### src/rtl/ula_pkg.sv
// Shared ULA definitions: opcodes, flag bit positions and the dispatcher FSM encoding.
// Also used by the ULA and the control unit, so values here must not drift.
package ula_pkg;

    localparam logic [4:0] OP_ADD = 5'b00000;
    localparam logic [4:0] OP_SUB = 5'b00001;
    localparam logic [4:0] OP_AND = 5'b00010;
    localparam logic [4:0] OP_OR  = 5'b00011;
    localparam logic [4:0] OP_XOR = 5'b00100;

    localparam int FLG_ZERO  = 0;
    localparam int FLG_OVF   = 1;
    localparam int FLG_CARRY = 2;
    localparam int FLG_NEG   = 3;

    localparam logic [1:0] IDLE = 2'd0;
    localparam logic [1:0] EXEC = 2'd1;
    localparam logic [1:0] RESP = 2'd2;

    // Assemble the 4-bit flag word; bit order comes from the FLG_* indices.
    function automatic logic [3:0] pack_flags(input logic zero, input logic ovf,
                                              input logic carry, input logic neg);
        logic [3:0] f;
        f            = '0;
        f[FLG_ZERO]  = zero;
        f[FLG_OVF]   = ovf;
        f[FLG_CARRY] = carry;
        f[FLG_NEG]   = neg;
        return f;
    endfunction

endpackage

### src/rtl/ula_dispatch.sv
// Initiator side of the ULA operand/result interface: holds operands for ULA_LAT cycles,
// captures result and flags, and returns them over a valid/ready response port.
module ula_dispatch
    import ula_pkg::*;
#(
    parameter int WIDTH   = 32,
    parameter int OPW     = 5,
    parameter int ULA_LAT = 1
) (
    input  logic             clock,
    input  logic             reset,
    input  logic             req_valid,
    output logic             req_ready,
    input  logic [WIDTH-1:0] req_a,
    input  logic [WIDTH-1:0] req_b,
    input  logic [OPW-1:0]   req_op,
    output logic [WIDTH-1:0] ula_A,
    output logic [WIDTH-1:0] ula_B,
    output logic [OPW-1:0]   ula_opcode,
    input  logic [WIDTH-1:0] ula_out,
    input  logic             ula_zero,
    input  logic             ula_overflow,
    input  logic             ula_carry,
    input  logic             ula_neg,
    output logic             rsp_valid,
    input  logic             rsp_ready,
    output logic [WIDTH-1:0] rsp_out,
    output logic [3:0]       rsp_flags,
    output logic [3:0]       status_flags,
    output logic             busy
);

    localparam int CNTW = 4;
    localparam logic [CNTW-1:0] CNT_LOAD = CNTW'(ULA_LAT - 1);

    logic [1:0]       state_reg;
    logic [CNTW-1:0]  cnt_reg;
    logic [WIDTH-1:0] a_reg;
    logic [WIDTH-1:0] b_reg;
    logic [OPW-1:0]   op_reg;
    logic             rsp_valid_reg;
    logic [WIDTH-1:0] rsp_out_reg;
    logic [3:0]       rsp_flags_reg;
    logic [3:0]       status_reg;
    logic [3:0]       flags_in;
    logic             accept;

    // Accepting in RESP while the response drains gives back-to-back issue with no idle bubble.
    assign req_ready = (state_reg == IDLE) || ((state_reg == RESP) && rsp_ready);
    assign accept    = req_valid && req_ready;
    assign busy      = (state_reg != IDLE);
    assign flags_in  = pack_flags(ula_zero, ula_overflow, ula_carry, ula_neg);

    assign ula_A        = a_reg;
    assign ula_B        = b_reg;
    assign ula_opcode   = op_reg;
    assign rsp_valid    = rsp_valid_reg;
    assign rsp_out      = rsp_out_reg;
    assign rsp_flags    = rsp_flags_reg;
    assign status_flags = status_reg;

    always_ff @(posedge clock or posedge reset) begin
        if (reset) begin
            state_reg     <= IDLE;
            cnt_reg       <= '0;
            a_reg         <= '0;
            b_reg         <= '0;
            op_reg        <= '0;
            rsp_valid_reg <= 1'b0;
            rsp_out_reg   <= '0;
            rsp_flags_reg <= '0;
            status_reg    <= '0;
        end else begin
            // Operands stay on the ULA after completion; only a new accept replaces them.
            if (accept) begin
                a_reg   <= req_a;
                b_reg   <= req_b;
                op_reg  <= req_op;
                cnt_reg <= CNT_LOAD;
            end

            case (state_reg)
                IDLE: begin
                    if (accept) begin
                        state_reg <= EXEC;
                    end
                end
                EXEC: begin
                    if (cnt_reg == '0) begin
                        rsp_out_reg   <= ula_out;
                        rsp_flags_reg <= flags_in;
                        status_reg    <= flags_in;
                        rsp_valid_reg <= 1'b1;
                        state_reg     <= RESP;
                    end else begin
                        cnt_reg <= cnt_reg - CNTW'(1);
                    end
                end
                RESP: begin
                    if (rsp_ready) begin
                        rsp_valid_reg <= 1'b0;
                        state_reg     <= accept ? EXEC : IDLE;
                    end
                end
                default: begin
                    state_reg     <= IDLE;
                    rsp_valid_reg <= 1'b0;
                end
            endcase
        end
    end

endmodule

### config.mk
export PLATFORM = sky130hd
export DESIGN_NAME = ula_dispatch
export DESIGN_NICKNAME = d
export VERILOG_FILES = /design/src/rtl/ula_pkg.sv /design/src/rtl/ula_dispatch.sv
export SDC_FILE = /design/constraint.sdc
export NUM_CORES = 1
export LEC_CHECK = 0
export CAP_MARGIN = 40
export CORE_UTILIZATION = 43
export DETAILED_ROUTE_END_ITERATION = 16
export GPL_ROUTABILITY_DRIVEN = 0
export PLACE_DENSITY = 0.94
export SYNTH_ARGS = -nofsm -noshare
export SYNTH_HDL_FRONTEND = slang
export SYNTH_SLANG_ARGS = --single-unit
### constraint.sdc
create_clock -name clock -period 8.3 [get_ports clock]
set_input_delay 2.49 -clock clock [delete_from_list [all_inputs] [get_ports clock]]
set_output_delay 2.49 -clock clock [all_outputs]
set_load 0.05 [all_outputs]
=== Yosys cells after proc, flatten, opt, wreduce, memory -nomap -nowiden ===
Cells that the tools add are included.

* Bits of input ports: 109
* Logic and storage cells: 35
* Flip-flop bits (word level): 112

* Eq/ne operators: 5
* Bitwise logic cells: 1
* Muxes and demuxes: 11
* Reduce and logical (&&, ||, !) cells: 9
* Add/subtract/negate cells: 1

{| class="wikitable"
|+ Operator list
! operator !! count
|-
| 4-bit two-way mux || 3
|-
| 2-bit two-way mux || 3
|-
| 2-bit != test, second input constant || 3
|-
| 2-bit one-hot mux with 3 select lines || 1
|-
| 3-bit AND reduction || 2
|-
| 4-bit logical NOT || 1
|-
| 4-bit by 1-bit subtractor with 4-bit output, second input constant || 1
|-
| 1-bit two-way mux || 3
|-
| 1-bit one-hot mux with 3 select lines || 1
|-
| 2-bit by 1-bit equality test with 1-bit output, second input constant || 1
|-
| 2-bit equality test, second input constant || 1
|-
| 1-bit logical AND || 2
|-
| 2-bit logical NOT || 1
|-
| 2-bit AND reduction || 1
|-
| 2-bit nonzero test || 1
|-
| 1-bit logical OR || 1
|-
| 1-bit NOT || 1
|}

=== Logic depth before layout (Yosys ltp) ===
* Depth in word-level cells: 7
* Depth in mapped cells: 7
* Mapped depth without buffers: 5

=== Worst setup path after synthesis ===
OpenSTA, ideal clock, no wires.

* Kind: input -> output
* Start point: input port rsp_ready
* End point: output port req_ready
* Data required time: 5810 ps
* Stages on the path: 2
* Slack: 2484 ps
* Arrival time: 3326 ps
* Buffers on the path: 0
* Path through: and2b_4 -> nor2_1

* Cells in the longest elaborated chain, start to end: 2

{| class="wikitable"
|+ Ends and longest elaborated chain
! element !! line !! source
|-
| from (decl) || ula_dispatch.sv:26 || <nowiki>input logic rsp_ready,</nowiki>
|-
| 1-bit logical AND || ula_dispatch.sv:49 || <nowiki>assign req_ready = (state_reg == IDLE) || ((state_reg == RESP) && rsp_ready);</nowiki>
|-
| 1-bit logical OR || ula_dispatch.sv:49 ||
|-
| to (decl) || ula_dispatch.sv:13 || <nowiki>output logic req_ready,</nowiki>
|}

No other way between the ends.

=== Final worst setup path ===
Same ends and word-level chain as after synthesis.

==> run summary <==
GRT overflow -> 0
Root Driver -> clkbuf_8
Setup Viol. Count Final -> 0
number of global-route vias before repair -> 3108
initial antenna violation count -> 0
top sig layer -> met4
register area share after synthesis -> 63.4%
Hold Violations, Final -> 0
HPWL Detailed -> 7810 microns
port buffer count -> 220
crit path buf inv count -> 2
Slew Limit Headroom -> 40.0%
met1 WL -> 3860 microns
Post-Place Setup Slack -> 1.77 ns
Initial Util -> 44.8%
Mapped Cells -> 266
CP Class -> primary input to primary output
status -> finished clean
latest clock arrival within the worst-skew pair -> 0.36 ns
Post-Route Utilization -> 69.9%
ys flop type -> dfrtp_1
TritonCTS Sinks -> 112
num rows -> 36
Clock Skews -> 0.00856 ns
io pins -> 221
RSZ-0062 raised after global routing -> no
Tmin final -> 6.54 ns
CP required -> 5.81 ns
commonest non-fill, non-tap cell in the layout -> clkdlybuf4s50_1
max cap viols -> 0
first-pass GRT wire length -> 15400 microns
CP arrival -> 4.05 ns
synth warn -> 0
H-tree depth -> 3
ant diodes -> 0
largest net degree at the start of global routing -> 72
most used cell, CP -> clkdlybuf4s50_1
Post-Place Cells -> 606
final WL -> 10400 microns
P&R area growth vs syn -> 56.0%
share of cells above drive strength 1 -> 24.3%
core area -> 9860 sq um
CTS tree -> built
Die Height -> 103 microns
Layout Nets -> 594
DR WL met2 -> 5460 microns
setup TNS -> 0 ns
first drt pass iteration count -> 4
Worst Path Max Fanout -> 4
Synth cell types -> 26
asr flop ratio synth -> 100%
post-route insts no fill -> 622
full die area -> 10700 sq um
syn avg cell area -> 16.6 sq um
Max Freq -> 0.153 GHz
final setup margin -> 1.76 ns
antenna viol nets, final -> 0
total global routing track utilization -> 19.5%
Post-Synthesis Cell Area -> 4420 sq um
Num CTS Buffers -> 9
slowest CP cell -> clkdlybuf4s50_1
crit-path cells -> clkdlybuf4s50_1 > and2b_4 > nor2_1 > clkdlybuf4s50_1
metal3 WL -> 757 microns
Slew @ Worst Pin -> 0.900 ns
chip width -> 103 microns
CTS Hold Bufs -> 0
Clock Path Buffers -> 2
#FFs+latches synth -> 112
CP peak stage delay -> 0.80 ns
Post-CTS Resized -> 0
cell family with most CP delay -> buffers and inverters
wire per inst -> 16.7 microns
Syn Nets -> 376
max-slew violations -> 0
Vias -> 3018
startpoint types -> primary input
FILL cells -> 662
Critical Path End Type -> primary output
clock slew at reported path FFs -> 0.09 ns
DR iter-0 viols -> 32
HP Class -> register to register
crit share post-route -> 78.9%
vias per inst -> 4.85
Post-synth EDFFs -> 0
post-CTS setup buffer count -> 0
DRC viols -> 0
commonest cells after routing, fill and taps aside -> clkdlybuf4s50_1 (220), dfrtp_1 (112), mux2_2 (78)
synth_stat cells, types with 2 or more instances:
cell	n	area [sq um]
mux2_4	18	270
inv_1	6	22.5
buf_6	10	113
nand2_1	4	15.0
o21ai_0	4	20.0
dfrtp_1	112	2800
o32ai_1	2	17.5
buf_4	5	37.5
mux2_1	10	113
mux2_2	78	878
a21oi_1	2	10.0
cells by family (layout without fill, tap and decap cells):
logic type                 after synthesis  in the layout  synth area share, %
AOI/OAI and AO/OA                       11             11                 1.58
buffers and inverters                   22            245                 4.02
DFF                                    112            112                 63.4
and+or+nand+nor                         14             14                 2.21
adders and majority gates                1              1                0.283
muxes                                  106            106                 28.5
final cells by class:
class | instances | area, sq um | area share [%]
tap | 133 | 166 | 2.41
clock inverter | 3 | 65.1 | 0.943
inverter | 6 | 25.0 | 0.363
timing repair buffer | 223 | 2240 | 32.5
sequential | 112 | 2800 | 40.6
multi-input combinational | 132 | 1440 | 20.9
clock buffer | 13 | 149 | 2.16
stage by stage:
stage	area, sq um	hold slack (ns)
after detailed placement	6680	0.480
after global routing	6900	0.528
after global placement	6660	0.468
final	6900	0.500
after floorplan	4420	0.525
after CTS	6900	0.503
metal layers:
layer | vias up | global-route usage (%)
li1 | 1360 | -
met1 | 1494 | 21.1
met2 | 136 | 34.3
met3 | 28 | 5.58
met4 | 0 | 11.1
met5 | - | 0
final timing paths:
check,cells after the start,slack (ns),to,start
max reg2reg,6,6.15,rsp_out[28]$_DFFE_PP0P_,cnt_reg[0]$_DFF_PP0_
max,4,1.76,req_ready,rsp_ready
max in group asynchronous,3,4.51,cnt_reg[2]$_DFF_PP0_,reset
min reg2reg,1,0.50,ula_A[27]$_DFFE_PP0P_,ula_A[27]$_DFFE_PP0P_
min in group asynchronous,2,2.57,ula_A[18]$_DFFE_PP0P_,reset
min,1,0.50,ula_A[27]$_DFFE_PP0P_,ula_A[27]$_DFFE_PP0P_
Power is left out: the tool's default activity adds up to more than one toggle a clock period on the data nets, which glitch-free logic cannot reach.
